==> src/rtl/ecg_pkg.sv <==
// rtl/ecg_pkg.sv - shared phase/state encodings and default constants for the R-peak detector
package ecg_pkg;

    localparam int DEF_DATA_W  = 12;
    localparam int DEF_THRESH  = 200;
    localparam int DEF_REFRACT = 50;
    localparam int DEF_RR_W    = 16;

    localparam logic [1:0] PH_IDLE = 2'b00;
    localparam logic [1:0] PH_ACQ  = 2'b01;
    localparam logic [1:0] PH_PROC = 2'b10;
    localparam logic [1:0] PH_OUT  = 2'b11;

    typedef enum logic [1:0] {
        ST_IDLE    = 2'b00,
        ST_PRIME   = 2'b01,
        ST_SEARCH  = 2'b10,
        ST_REFRACT = 2'b11
    } state_t;

endpackage

==> src/rtl/ecg_deriv.sv <==
// rtl/ecg_deriv.sv - two-sample delay line, signed two-tap derivative and saturating magnitude
module ecg_deriv
    import ecg_pkg::*;
#(
    parameter int DATA_W = DEF_DATA_W
) (
    input  logic                     clk,
    input  logic                     rst,
    input  logic                     clr,
    input  logic                     accept,
    input  logic signed [DATA_W-1:0] sample,
    output logic        [DATA_W:0]   mag,
    output logic                     primed
);

    logic signed [DATA_W-1:0] x1;
    logic signed [DATA_W-1:0] x2;
    logic        [1:0]        hist_cnt;
    logic signed [DATA_W:0]   d;

    always_ff @(posedge clk or posedge rst) begin
        if (rst) begin
            x1       <= '0;
            x2       <= '0;
            hist_cnt <= '0;
        end else if (clr) begin
            x1       <= '0;
            x2       <= '0;
            hist_cnt <= '0;
        end else if (accept) begin
            x2 <= x1;
            x1 <= sample;
            if (hist_cnt != 2'd2)
                hist_cnt <= hist_cnt + 2'd1;
        end
    end

    // One extra bit of headroom makes the subtract exact for any pair of samples.
    assign d = {sample[DATA_W-1], sample} - {x2[DATA_W-1], x2};

    always_comb begin
        mag = $unsigned(d);
        if (d[DATA_W]) begin
            if (d == {1'b1, {DATA_W{1'b0}}})
                mag = '1;
            else
                mag = $unsigned(-d);
        end
    end

    assign primed = (hist_cnt == 2'd2);

endmodule

==> src/rtl/ecg_rpeak_detector.sv <==
// rtl/ecg_rpeak_detector.sv - threshold/refractory R-peak detector with R-R interval; ECG_ADAPT_THRESH_EN enables adaptive threshold
module ecg_rpeak_detector
    import ecg_pkg::*;
#(
    parameter int DATA_W  = DEF_DATA_W,
    parameter int THRESH  = DEF_THRESH,
    parameter int REFRACT = DEF_REFRACT,
    parameter int RR_W    = DEF_RR_W
) (
    input  logic                     clk,
    input  logic                     rst,
    input  logic [1:0]               phase,
    input  logic                     sample_valid,
    input  logic signed [DATA_W-1:0] sample,
    output logic                     beat,
    output logic                     rr_valid,
    output logic [RR_W-1:0]          rr_interval,
    output logic                     busy
);

    localparam int              REF_W    = (REFRACT < 1) ? 1 : $clog2(REFRACT + 1);
    localparam logic [REF_W-1:0] REF_INIT = REF_W'(REFRACT);
    localparam logic [DATA_W:0]  THR_INIT = (DATA_W+1)'(THRESH);

    state_t            state;
    state_t            state_nx;
    logic              accept;
    logic              clr;
    logic              detect;
    logic [DATA_W:0]   mag;
    logic              primed;
    logic [DATA_W:0]   thr;
    logic [RR_W-1:0]   samp_cnt;
    logic [RR_W-1:0]   rr_next;
    logic [REF_W-1:0]  ref_cnt;
    logic              have_prev;

    assign accept = sample_valid && (phase == PH_ACQ);
    assign clr    = (phase == PH_IDLE) && (state != ST_IDLE);
    assign busy   = (state != ST_IDLE);

    // PRIME may detect as soon as two history samples exist, so no sample is lost while leaving PRIME.
    assign detect = accept && (mag > thr) &&
                    ((state == ST_SEARCH) || ((state == ST_PRIME) && primed));

    ecg_deriv #(
        .DATA_W (DATA_W)
    ) u_deriv (
        .clk    (clk),
        .rst    (rst),
        .clr    (clr),
        .accept (accept),
        .sample (sample),
        .mag    (mag),
        .primed (primed)
    );

    always_ff @(posedge clk or posedge rst) begin
        if (rst)
            state <= ST_IDLE;
        else
            state <= state_nx;
    end

    always_comb begin
        state_nx = state;
        if (clr) begin
            state_nx = ST_IDLE;
        end else begin
            case (state)
                ST_IDLE:    if (phase == PH_ACQ) state_nx = ST_PRIME;
                ST_PRIME:   if (detect) state_nx = ST_REFRACT;
                            else if (primed && (phase == PH_ACQ)) state_nx = ST_SEARCH;
                ST_SEARCH:  if (detect) state_nx = ST_REFRACT;
                ST_REFRACT: if (accept && (ref_cnt <= REF_W'(1))) state_nx = ST_SEARCH;
                default:    state_nx = ST_IDLE;
            endcase
        end
    end

    assign rr_next = (samp_cnt == '1) ? '1 : samp_cnt + RR_W'(1);

    always_ff @(posedge clk or posedge rst) begin
        if (rst) begin
            beat        <= 1'b0;
            rr_valid    <= 1'b0;
            rr_interval <= '0;
            samp_cnt    <= '0;
            ref_cnt     <= '0;
            have_prev   <= 1'b0;
        end else begin
            beat     <= detect;
            rr_valid <= detect && have_prev;
            if (clr) begin
                ref_cnt   <= '0;
                have_prev <= 1'b0;
            end else if (detect) begin
                samp_cnt  <= '0;
                have_prev <= 1'b1;
                ref_cnt   <= REF_INIT;
                if (have_prev)
                    rr_interval <= rr_next;
            end else if (accept) begin
                if (samp_cnt != '1)
                    samp_cnt <= samp_cnt + RR_W'(1);
                if ((state == ST_REFRACT) && (ref_cnt != '0))
                    ref_cnt <= ref_cnt - REF_W'(1);
            end
        end
    end

`ifdef ECG_ADAPT_THRESH_EN
    localparam logic [DATA_W:0] THR_FLOOR = (DATA_W+1)'(THRESH >> 2);

    logic [DATA_W+1:0] thr_sum;
    logic [DATA_W:0]   thr_avg;

    assign thr_sum = {1'b0, thr} + {2'b00, mag[DATA_W:1]};
    assign thr_avg = thr_sum[DATA_W+1:1];

    always_ff @(posedge clk or posedge rst) begin
        if (rst)
            thr <= THR_INIT;
        else if (clr)
            thr <= THR_INIT;
        else if (detect)
            thr <= (thr_avg < THR_FLOOR) ? THR_FLOOR : thr_avg;
    end
`else
    assign thr = THR_INIT;
`endif

endmodule

==> config.mk <==
export PLATFORM = sky130hd
export DESIGN_NAME = ecg_rpeak_detector
export DESIGN_NICKNAME = d
export VERILOG_FILES = /design/src/rtl/ecg_pkg.sv /design/src/rtl/ecg_deriv.sv /design/src/rtl/ecg_rpeak_detector.sv
export SDC_FILE = /design/constraint.sdc
export NUM_CORES = 1
export LEC_CHECK = 0
export CAP_MARGIN = 10
export CORE_ASPECT_RATIO = 0.5
export CORE_MARGIN = 3
export CORE_UTILIZATION = 59
export CTS_CLUSTER_DIAMETER = 200
export CTS_CLUSTER_SIZE = 40
export DETAILED_ROUTE_END_ITERATION = 8
export PLACE_DENSITY_LB_ADDON = 0.15
export SLEW_MARGIN = 20
export SYNTH_ARGS = -nofsm -noshare
export SYNTH_HDL_FRONTEND = slang
export SYNTH_SLANG_ARGS = --single-unit
==> constraint.sdc <==
create_clock -name clk -period 4.3 [get_ports clk]
set_input_delay 0.43 -clock clk [delete_from_list [all_inputs] [get_ports clk]]
set_output_delay 0.43 -clock clk [all_outputs]
set_load 0.03 [all_outputs]
* Yosys cells after proc, flatten, opt, wreduce, memory -nomap -nowiden *
Index checks and enable logic that the tools add are counted.

operators by class
  add/subtract/negate cells = 5
  multiply operators = 0
  div/mod/pow operators = 0
  order comparisons = 2
  eq/ne operators = 13
  shifts and indexed selects = 0
  mux-type cells = 26
  bitwise logic cells = 1
  reductions and logical operators = 26

operator list
  cell                   count
  $mux 16                4
  $mux 12                4
  $mux 13                2
  $mux 6                 4
  $mux 2                 9
  $add 16x1->16 const B  1
  $eq 16x16->1 const B   1
  $ne 16x16->1 const B   1
  $eq 13x13->1 const B   1
  $gt 13x8->1 const B    1
  $neg 13->13            1
  $sub 12x12->13         1
  $reduce_bool 2->1      6
  $logic_and 1x1->1      9
  $ne 3x3->1 const B     3
  $pmux 2 s4             1
  $eq 2x2->1 const B     3
  $le 6x1->1 const B     1
  $reduce_and 3->1       2
  $reduce_bool 3->1      2
  $reduce_bool 6->1      1
  $sub 6x1->6 const B    1
  $eq 2x1->1 const B     2
  $logic_not 2->1        2
  other kinds (8)        10

word-level totals
  register bits after elaboration = 69
  bits in latches = 0
  memory bits (writable) = 0
  bits in read-only memories = 0
  logic and storage cells = 83
  memories kept = 0

* Logic depth before layout (Yosys ltp) *
  word-level depth = 10
  depth in mapped cells = 15

* Cells and area by module *
From an unflattened synthesis, not the netlist that was laid out.

unflattened totals
  cell total of the unflattened synthesis = 477
  area total of the unflattened synthesis = 4534.3 um^2

modules (own cells, without submodules)
  module              times used  cells an instance  area an instance (um^2)  sequential area each (um^2)
  ecg_rpeak_detector  1           240                2332.2                   1076.0
  ecg_deriv           1           237                2202.1                   650.6

* Worst setup path before layout *
No wires, ideal clock.

  path type = input-to-reg
  start = in sample[0]
  end = reg rr_interval[0]
  setup time = 125 ps
  data arrival time = 3204 ps
  required time = 4175 ps
  slack = 971 ps
  stages = 13
  path buffers = 1
  cells stage by stage = inv_1 ha_1 fa_1 nand2b_1 a211oi_2 o21ai_1 a21oi_2 nand4_1 a2111oi_0 o22a_1 a311o_1 buf_2 mux2_4

between the ends
  longest elaborated chain between the ends = 8

ends and longest elaborated chain
  what                                         RTL line                          RTL
  start, declared                              ecg_rpeak_detector.sv:14          input logic signed [DATA_W-1:0] sample,
  $sub 12x12->13 *                             ecg_deriv.sv:39                   assign d = {sample[DATA_W-1], sample} - {x2[DATA_W-1], x2};
  $neg 13->13 or $eq 13x13->1 (tied branches)  ecg_deriv.sv:47, ecg_deriv.sv:44
  $mux 13                                      ecg_deriv.sv:44                   if (d == {1'b1, {DATA_W{1'b0}}})
  $mux 13 *                                    ecg_deriv.sv:43                   if (d[DATA_W]) begin
  $gt 13x8->1 *                                ecg_rpeak_detector.sv:43          assign detect = accept && (mag > thr) &&
  $logic_and 1x1->1 * (2 in a row)             ecg_rpeak_detector.sv:43
  $reduce_and 3->1 (no line) *                 -
  end signal, assigned                         ecg_rpeak_detector.sv:102         rr_interval <= rr_next;
  end, declared                                ecg_rpeak_detector.sv:17          output logic [RR_W-1:0] rr_interval,

Mark *: on every way between the ends. The rest lies on a longest branch, timed or not.
A chain may end at the register's enable or synchronous reset.

* Worst setup path in the final report *
Ends and elaborated chain as after synthesis.

==> metrics <==
Worst Tran Pin Value 0.9193 ns; Worst EP arrival 4.10 ns; Tot Pwr 2.595 mW; RSZ-0062 raised after global routing false; Root Driver clkbuf_16; met1 GRT Util 32.83%; Hold Fails Final Rpt 0; Gates resized, CTS repair 0; crit start category primary input; final hold slack 0.4969 ns; Final nets 569; Mapped Avg Cell Area 8.836 um^2; met2 Track Usage GR 43.55%; post-route minimum period 3.882 ns; drt drc 0; Initial Utilization 63.20%; Slew headroom 38.71%; GR Overflow Total 0; initial antenna violation count 0; hpwl dp 6725 um; gp weighted congestion 0.9098; type of the worst setup path primary input to flop; Avg WL per Cell 15.95 um; largest net degree at the start of global routing 42; Design Area, Final 5239 um^2; Post-synth EDFFs 0; Rows 21; total number of vias 3698; DP Area 4888 um^2; dominant synthesized flop cell dfrtp_1; CP delay by family, top compound AO/OA/AOI/OAI gates; P&R area growth vs syn 19.05%; overall routed net length 10060 um; Slew Viols, Final 0; vias in the first global route 3676; CTS tree yes; f_max 0.2576 GHz; CP Max Fanout 17; CP required 4.51 ns; Crit-path slowest cell clkdlybuf4s50_1; first-pass GRT wire length 17440 um; cell count after synthesis 498; critical path's largest stage delay 0.48 ns; Distinct cells, synth 62; fin crit share 90.28%; crit-path cells clkdlybuf4s50_1 > inv_1 > ha_1 > fa_1 > nand2b_1 > a211oi_2 > buf_4 > o21ai_1 > a21oi_2 > nand4_1 > a2111oi_0 > o22a_1 > a311o_1 > buf_12 > mux2_4; Core ar. 6963 um^2; Syn Std Cell Area 4400 um^2; YS warnings 0; M3 GR Usage 7.206%; DRT antenna net count 0; Num CTS Buffers 9; final setup TNS 0 ns; I/O pin cnt 36; leakage power total 2.253 nW; layout cells sized above 1 10.20%; hold buffers post-CTS 0; vias per cell 5.861; Buf/Inv on CP 4; setup violators final 0; outcome completed; Die Height 67.07 um; Setup Skew 0.005759 ns; reg2reg setup slack 0.68 ns; # clock sinks 69; pwr/cell area 495.3 nW/um^2; die width 128.1 um; post-synth top area cell dfrtp_1; Peak VDD IR 395.8 uV; Worst Hold Class flop to flop; Syn Nets 533; Die Area 8593 um^2; Bufs on Longest Clock Path 2; Clock transition at path regs 0.06 ns; first-pass iteration count of the detailed router 5; Finished Layout Cells 631; crit path capture type flop; Max Cap Violations 0; Clk Latency, worst-skew pair 0.33 ns; top cell type's share of synthesized area 39.24%; Yosys reg bits 69; Placed Cells 615; # port buffers 35; H-tree levels 3; Iter 0 DRT Violations 205; FFs w/ async S/R, synth 100.0%; GR peak layer met2; top cells by area, synth dfrtp_1 39%, nand2_1 6.8%, ha_1 4.8%, a21oi_1 4.2%, xor2_1 3.6%; Seq/Total Area, Yosys 39.24%; # Post-CTS Setup Buffers 0; Total GRT Usage 25.68%; Antenna Cells 0
[power breakdown]
| part | switching (mW) | internal, mW | leakage [nW] |
|---|---|---|---|
| registers | 0.107 | 0.774 | 0.876 |
| logic | 0.502 | 0.355 | 1.21 |
| clock network | 0.274 | 0.584 | 0.170 |
[cells in the mapped netlist, types with 3 or more instances]
master / instances
buf_1: 4
nor2b_1: 4
nand2_1: 80
o211ai_1: 6
mux2_4: 3
a31oi_1: 3
a32oi_1: 4
inv_1: 39
nand2b_1: 7
and3_1: 4
a21oi_2: 4
dfrtp_1: 69
nor2_1: 37
nand3_1: 8
a311o_1: 4
a21oi_1: 37
xnor2_1: 17
o2111ai_1: 4
clkbuf_1: 7
o21ai_0: 8
ha_1: 17
nand4_1: 7
or2_2: 3
o31ai_1: 3
o21ai_1: 5
and2_1: 8
xor2_1: 18
nor3_1: 16
a32oi_2: 9
a21o_1: 5
mux2i_1: 6
buf_2: 7
or3_1: 6
nor4_1: 3
[registers in the layout, summed over array words and instances, names as in the netlist]
register,cells
rr_interval,16
samp_cnt,16
u_deriv.x1,12
u_deriv.x2,12
ref_cnt,6
state,2
u_deriv.hist_cnt,2
beat,1
have_prev,1
rr_valid,1
[routing by layer]
layer  up-vias  wire, um  share of wire [%]
met2       114      4823                 48
li1       1815         -                  -
met4         0       121                1.2
met5         -         0                  0
met3        16       560                5.6
met1      1753      4557                 45
[area by class of cell]
type / count / area, um^2
fill: 497 / 1724
clock inverter: 5 / 107.6
tap: 92 / 115.1
sequential: 69 / 1727
clock buffer: 11 / 242.7
inverter: 39 / 146.4
multi-input combinational: 371 / 2457
timing repair buffer: 44 / 442.9
[cell usage in the layout, fill, tap and decap left out, types with 5 or more instances in the layout]
master	instances
ha_1	17
clkbuf_16	9
nand3_1	8
o21ai_0	8
mux2i_1	6
clkdlybuf4s50_1	35
xnor2_1	17
nand2b_1	7
nor2_1	37
and2_1	8
o21ai_1	5
nand4_1	7
nor3_1	15
xor2_1	18
dfrtp_1	69
inv_1	38
or3_1	6
a21o_1	5
o211ai_1	6
a32oi_2	9
nand2_1	80
a21oi_1	37
buf_4	7
[path summary, 6_finish.rpt]
path	start	endpoint	depth (start not counted)
max in group asynchronous	rst	u_deriv.x2[1]	3
max	sample[0]	rr_interval[0]	15
min reg2reg	u_deriv.hist_cnt[0]	u_deriv.hist_cnt[0]	1
min in group asynchronous	rst	samp_cnt[12]	2
min	u_deriv.hist_cnt[0]	u_deriv.hist_cnt[0]	1
max reg2reg	u_deriv.x2[0]	rr_interval[0]	13
[cells by family (layout without fill, tap and decap cells)]
logic type               after synthesis  after routing  synth area share, %
AND/OR/NAND/NOR                      194            194                20.79
AO/OA/AOI/OAI                        113            113                19.51
flip-flops                            69             69                39.24
buffers and inverters                 58             99                5.317
XOR/XNOR                              35             35                6.966
adder cells (fa/ha/maj)               18             18                5.289
multiplexers                          11             11                2.900
[metrics by stage]
step / utilization, % / setup WS, ns
after detailed placement: 70.21 / 0.1097
after global placement: 70.12 / 0.2154
after floorplan: - / 0.9714
after CTS: 75.24 / 0.4487
after global routing: 75.24 / 0.2091
final: 75.24 / 0.4179
Power figures use the tool's default switching activity.
